==> src/rtl/shared_booth_mul_arbiter.sv <==
// shared_booth_mul_arbiter: round-robin arbiter sharing one radix-2 Booth bit-serial signed multiplier
module shared_booth_mul_arbiter #(
  parameter int N = 8,
  parameter int R = 4
) (
  input  logic                 clk,
  input  logic                 rst,
  input  logic [R-1:0]         req_valid,
  input  logic [R*N-1:0]       req_a,
  input  logic [R*N-1:0]       req_x,
  output logic [R-1:0]         req_ready,
  output logic                 rsp_valid,
  output logic [$clog2(R)-1:0] rsp_id,
  output logic [2*N-1:0]       rsp_p,
  input  logic                 rsp_ready,
  output logic                 busy
);
  localparam int IW = $clog2(R);
  localparam int CW = $clog2(N+1);
  typedef enum logic [1:0] {IDLE, RUN, RESP} state_t;
  state_t state, state_nx;
  logic [N:0]    a_r, h_r, hn;
  logic [N-1:0]  l_r, sel_a, sel_x;
  logic          q_r, gnt_any;
  logic [CW-1:0] cnt;
  logic [IW-1:0] last_id, gnt_id;
  // round-robin search upward from last_id+1; lowest offset wins, so scan offsets high to low
  always_comb begin
    logic [IW-1:0] idx;
    idx = '0;
    gnt_any = 1'b0;
    gnt_id = '0;
    for (int k = R-1; k >= 0; k--) begin
      idx = IW'((int'(last_id) + 1 + k) % R);
      if (req_valid[idx]) begin
        gnt_any = 1'b1;
        gnt_id = idx;
      end
    end
  end
  assign sel_a = req_a[gnt_id*N +: N];
  assign sel_x = req_x[gnt_id*N +: N];
  assign req_ready = (state == IDLE && gnt_any) ? R'(1) << gnt_id : '0;
  assign rsp_valid = state == RESP;
  assign busy = state != IDLE;
  assign hn = ({l_r[0], q_r} == 2'b01) ? h_r + a_r :
              ({l_r[0], q_r} == 2'b10) ? h_r - a_r : h_r;
  // state register
  always_ff @(posedge clk)
    state <= rst ? IDLE : state_nx;
  // next-state: accept in IDLE, N Booth steps in RUN, hold until consumer takes the product
  always_comb begin
    state_nx = state;
    case (state)
      IDLE:    state_nx = gnt_any ? RUN : IDLE;
      RUN:     state_nx = (cnt == CW'(1)) ? RESP : RUN;
      RESP:    state_nx = rsp_ready ? IDLE : RESP;
      default: state_nx = IDLE;
    endcase
  end
  // operand latch on accept, then add/subtract and arithmetic shift of {H,L,q} each RUN cycle
  always_ff @(posedge clk) begin
    if (rst) begin
      a_r <= '0;
      h_r <= '0;
      l_r <= '0;
      q_r <= 1'b0;
      cnt <= '0;
      last_id <= IW'(R-1);
      rsp_id <= '0;
      rsp_p <= '0;
    end else if (state == IDLE && gnt_any) begin
      a_r <= {sel_a[N-1], sel_a};
      h_r <= '0;
      l_r <= sel_x;
      q_r <= 1'b0;
      cnt <= CW'(N);
      last_id <= gnt_id;
      rsp_id <= gnt_id;
    end else if (state == RUN) begin
      h_r <= {hn[N], hn[N:1]};
      l_r <= {hn[0], l_r[N-1:1]};
      q_r <= l_r[0];
      cnt <= cnt - CW'(1);
      if (cnt == CW'(1)) rsp_p <= {hn, l_r[N-1:1]};
    end
  end
endmodule
==> config.mk <==
export PLATFORM = sky130hd
export DESIGN_NAME = shared_booth_mul_arbiter
export DESIGN_NICKNAME = d
export VERILOG_FILES = /design/src/rtl/shared_booth_mul_arbiter.sv
export SDC_FILE = /design/constraint.sdc
export NUM_CORES = 1
export LEC_CHECK = 0
export BUFFER_PORTS_ARGS = -buffer_cell sky130_fd_sc_hd__buf_2
export CAP_MARGIN = 20
export CORE_MARGIN = 5
export CORE_UTILIZATION = 49
export DETAILED_ROUTE_END_ITERATION = 7
export PLACE_DENSITY = 0.88
export REMOVE_ABC_BUFFERS = 1
export SLEW_MARGIN = 20
export SYNTH_ARGS = -nofsm -noshare
export SYNTH_HDL_FRONTEND = slang
export SYNTH_SLANG_ARGS = --single-unit
==> constraint.sdc <==
create_clock -name clk -period 2 [get_ports clk]
set_clock_uncertainty 0.15 [all_clocks]
set_input_delay 0.1 -clock clk [delete_from_list [all_inputs] [get_ports clk]]
set_output_delay 0.1 -clock clk [all_outputs]
set_load 0.02 [all_outputs]
==> flow_metrics.py <==
metrics = {
    "power": {
        "vdd_drop_max_uv": 486,
        "p_leak_uw": 0.00245,
        "p_sw_uw": 1560,
        "clkPwrFrac_pct": 18.0,
        "p_comb_share_pct": 50.1,
        "seqPwrFrac_pct": 31.9,
        "powerDensity_nw_per_um2": 674,
        "p_int_uw": 2260,
        "swShare_pct": 40.8,
    },
    "finish": {
        "multi_input_area_um2": 2980,
        "num-fill-cells": 487,
        "drive_gt1_share_pct": 39.8,
        "n_antenna_cell": 0,
        "area_delta_synth_final_pct": 44.9,
        "ff_latch_area_um2": 1050,
        "fin_nets": 751,
        "layout_commonest_cell": "buf_2",
        "layout_common_cells": "buf_2, buf_4, nor2_1",
    },
    "sta": {
        "report.final.slew_viol_count": 0,
        "tightestPinTransition_ns": 0.615,
        "min_period_over_period_pct": 112,
        "hold_violations": 4,
        "setup_tns_ns": -1.47,
        "min_period_ns": 2.25,
        "setup_violations": 12,
        "holdWs_ns": -0.00743,
        "rsz0062_at_grt": "true",
        "setup_slack_ns": -0.245,
        "max_freq_mhz": 445,
        "slew_headroom_pct": 59.0,
    },
    "routing": {
        "vias_per_cell": 6.33,
        "wl_mm": 15.6,
        "drc_errors": 0,
        "wire_per_inst_um": 20.5,
        "drtAntennaViolNets": 0,
        "vias": 4830,
        "drt_iter0_drc": 503,
        "dr.pass1.iters": 8,
    },
    "floorplan": {
        "rows": 32,
        "die_width_um": 99.2,
        "start_util_pct": 50.5,
        "num_io_pins": 95,
        "dieArea_um2": 9850,
        "die_height_um": 99.2,
        "core_area_um2": 7730,
    },
    "global_routing": {
        "grt_pass1_vias": 4472,
        "grt_pass1_wl_mm": 21.6,
        "antenna_found_initial": 0,
        "grt_max_degree": 32,
        "track_usage_pct": 26.6,
        "grt-ovfl-total": 0,
    },
    "clock_tree": {
        "path_clk_slew_ns": 0.12,
        "numClockSinks": 51,
        "cts-root-buf": "clkbuf_8",
        "clkLatencyLatePin_ns": 0.33,
        "cts_made_buffers": 5,
        "cts.htree.levels": 2,
        "cts_buffer_depth": 2,
        "tritoncts": "done",
    },
    "setup_path": {
        "crit_chain": "inv_2 -> ha_4 -> inv_2 -> fa_2 -> a211oi_4 -> o211ai_1 -> a31oi_1 -> a21oi_1 -> a311oi_1",
        "cp_max_fo": 4,
        "max_stage_delay_ns": 0.42,
        "startpoint_type": "flip-flop",
        "path_delay_family": "compound AO/OA/AOI/OAI gates",
        "cp.depth": 9,
        "rr_endpoint": "rsp_p[13]$_SDFFE_PP0P_",
        "cpMaxStageDelayCell": "fa_2",
        "r2r_setup_slack_ns": -0.25,
        "critical_path_class": "flip-flop to flip-flop",
        "reg2reg_depth": 9,
        "worstPathArrival_ns": 2.32,
        "required_ns": 2.08,
        "worst_setup_path_end_kind": "flip-flop",
        "cp_num_buf_inv": 2,
        "cp_common_cell": "inv_2",
        "rr_startpoint": "h_r[0]$_SDFFE_PP0P_",
    },
    "synthesis": {
        "async_reset_ff_share_pct": 0,
        "syn_area_um2": 3900,
        "synth_top_family_by_area": "simple AND/OR/NAND/NOR gates",
        "synth_adder_area_share_pct": 6.80,
        "synth_edf_count": 0,
        "yosysWarnings": 0,
        "synth_compound_area_share_pct": 26.2,
        "yosys.area_share.simple_pct": 26.9,
        "syn_inst": 494,
        "synthMuxAreaShare_pct": 5.16,
        "synth_area_per_cell_um2": 7.90,
        "synth_ff_type": "dfxtp_1",
        "synth_xor_area_share_pct": 2.02,
        "synth_seq_area_share_pct": 26.2,
        "synth_cell_types": 70,
        "ys_ff_latch": 51,
    },
    "hold_path": {
        "hp-class": "input port to flip-flop",
        "hold_start": "req_x[11]",
        "worstHoldPathCells": 4,
        "hold_end": "l_r[3]$_SDFFE_PP0P_",
    },
    "run_status": {
        "violations": "negative hold slack, negative setup slack",
        "status": "finished, violations left",
    },
    "job": {
        "maxCapViolCount": 0,
    },
    "placement": {
        "post-dp-hpwl_mm": 8.93,
        "place.gp.congestion": 0.945,
        "io_buffers": 94,
    },
}
[worst register-to-register path: stages (launching register included)]
cell and delay [ns]:
dfxtp_2 0.34, inv_2 0.09, ha_4 0.14, inv_2 0.05, fa_2 0.42, a211oi_4 0.31, o211ai_1 0.13, a31oi_1 0.15
a21oi_1 0.08, a311oi_1 0.30
[metrics by stage]
step                      worst slack, ns  instance area (um^2)  std cells  utilization [%]  power [uW]
final                              -0.245                  5660        763             73.2        3810
after global routing               -0.276                  5660        763             73.2        3970
after CTS                          -0.177                  5340        753             69.1        3410
after detailed placement           -0.241                  4730        711             61.2        2590
after global placement             -0.158                  4730        711             61.2        2550
after floorplan                    -0.332                  3710        461                -        2070
[cell type report]
cell class,count,area share (%)
inverters,20,1.37
flip-flops and latches,51,18.5
clock buffers,5,1.22
clock inverters,3,0.487
multi-input cells,390,52.7
well taps,102,2.26
repair buffers,192,23.5
[how the worst max path moves through the flow]
stage	from	end	slack [ns]
global placement	h_r[0]$_SDFFE_PP0P_	rsp_p[11]$_SDFFE_PP0P_	-0.16
global route	h_r[0]$_SDFFE_PP0P_	rsp_p[13]$_SDFFE_PP0P_	-0.28
floorplan	state[0]$_SDFF_PP0_	rsp_p[14]$_SDFFE_PP0P_	-0.33
detailed placement	h_r[0]$_SDFFE_PP0P_	rsp_p[11]$_SDFFE_PP0P_	-0.24
finish	h_r[0]$_SDFFE_PP0P_	rsp_p[13]$_SDFFE_PP0P_	-0.25
CTS	h_r[0]$_SDFFE_PP0P_	rsp_p[13]$_SDFFE_PP0P_	-0.18
[routing by layer]
| layer | vias to the layer above | global-route usage, % | share of wire, % |
|---|---|---|---|
| met3 | 113 | 4.00 | 8.2 |
| met2 | 350 | 48.3 | 48 |
| met1 | 2249 | 32.0 | 37 |
| li1 | 2118 | - | - |
| met5 | - | 0 | 0 |
| met4 | 0 | 8.61 | 6.1 |
[state kept, by name, indices dropped and copies added (netlist names)]
signal,flops
rsp_p,16
l_r,8
rsp_id,2
a_r,8
cnt,4
q_r,1
h_r,8
state,2
last_id,2
[cells in the mapped netlist (all sizes together) (2+ instances only)]
| master | number | share of area (%) |
|---|---|---|
| nor3 | 8 | 1.0 |
| or2 | 3 | 0.48 |
| nor2 | 56 | 5.8 |
| xnor2 | 6 | 1.3 |
| a211oi | 10 | 2.3 |
| ha | 18 | 5.8 |
| nand2 | 49 | 4.7 |
| nor4 | 3 | 0.87 |
| a2111oi | 2 | 1.1 |
| nand3 | 11 | 1.4 |
| xor2 | 3 | 0.67 |
| o211ai | 10 | 2.1 |
| o31ai | 3 | 0.58 |
| o221ai | 9 | 2.0 |
| nor2b | 13 | 2.1 |
| a21oi | 34 | 4.4 |
| and2 | 3 | 0.55 |
| nand2b | 12 | 2.1 |
| fa | 2 | 1.0 |
| nor3b | 8 | 1.5 |
| a311oi | 2 | 0.45 |
| o21a | 2 | 0.38 |
| a31oi | 5 | 1.2 |
| o211a | 2 | 0.51 |
| o21ai | 22 | 2.8 |
| buf | 23 | 3.8 |
| clkbuf | 10 | 0.96 |
| mux2i | 19 | 4.9 |
| or3 | 7 | 1.1 |
| a221oi | 9 | 2.0 |
| and3 | 16 | 2.6 |
| a21o | 2 | 0.38 |
| a2111o | 2 | 0.58 |
| a21boi | 15 | 2.9 |
| nand3b | 5 | 0.96 |
| dfxtp | 51 | 26 |
| o21bai | 3 | 0.67 |
| inv | 20 | 1.9 |
[logic make-up after synthesis]
kind of cell | count (synthesis)
xor gates and xnor gates | 9
muxes | 20
DFF | 51
buffers and inverters | 53
AOI/OAI and AO/OA | 140
and+or+nand+nor | 201
adders and majority gates | 20
[what timing repair did]
| item | CTS | global route |
|---|---|---|
| pin swaps | 20 | 28 |
| setup endpoints to repair | 13 | 24 |
| resized for setup | 46 | 61 |
| hold buffers | 30 | 0 |
| buffers inserted | 4 | 11 |
| hold endpoints to repair | 13 | 0 |
[power groups by stage]
stage | clock, uW | sequential [uW] | combinational [uW]
final | 685 | 1220 | 1910
after detailed placement | 0 | 1210 | 1380
after global placement | 0 | 1210 | 1340
after floorplan | 0 | 1210 | 855
after global routing | 728 | 1230 | 2010
after CTS | 671 | 1200 | 1540
Note: power is estimated with default switching activity, not from simulation.
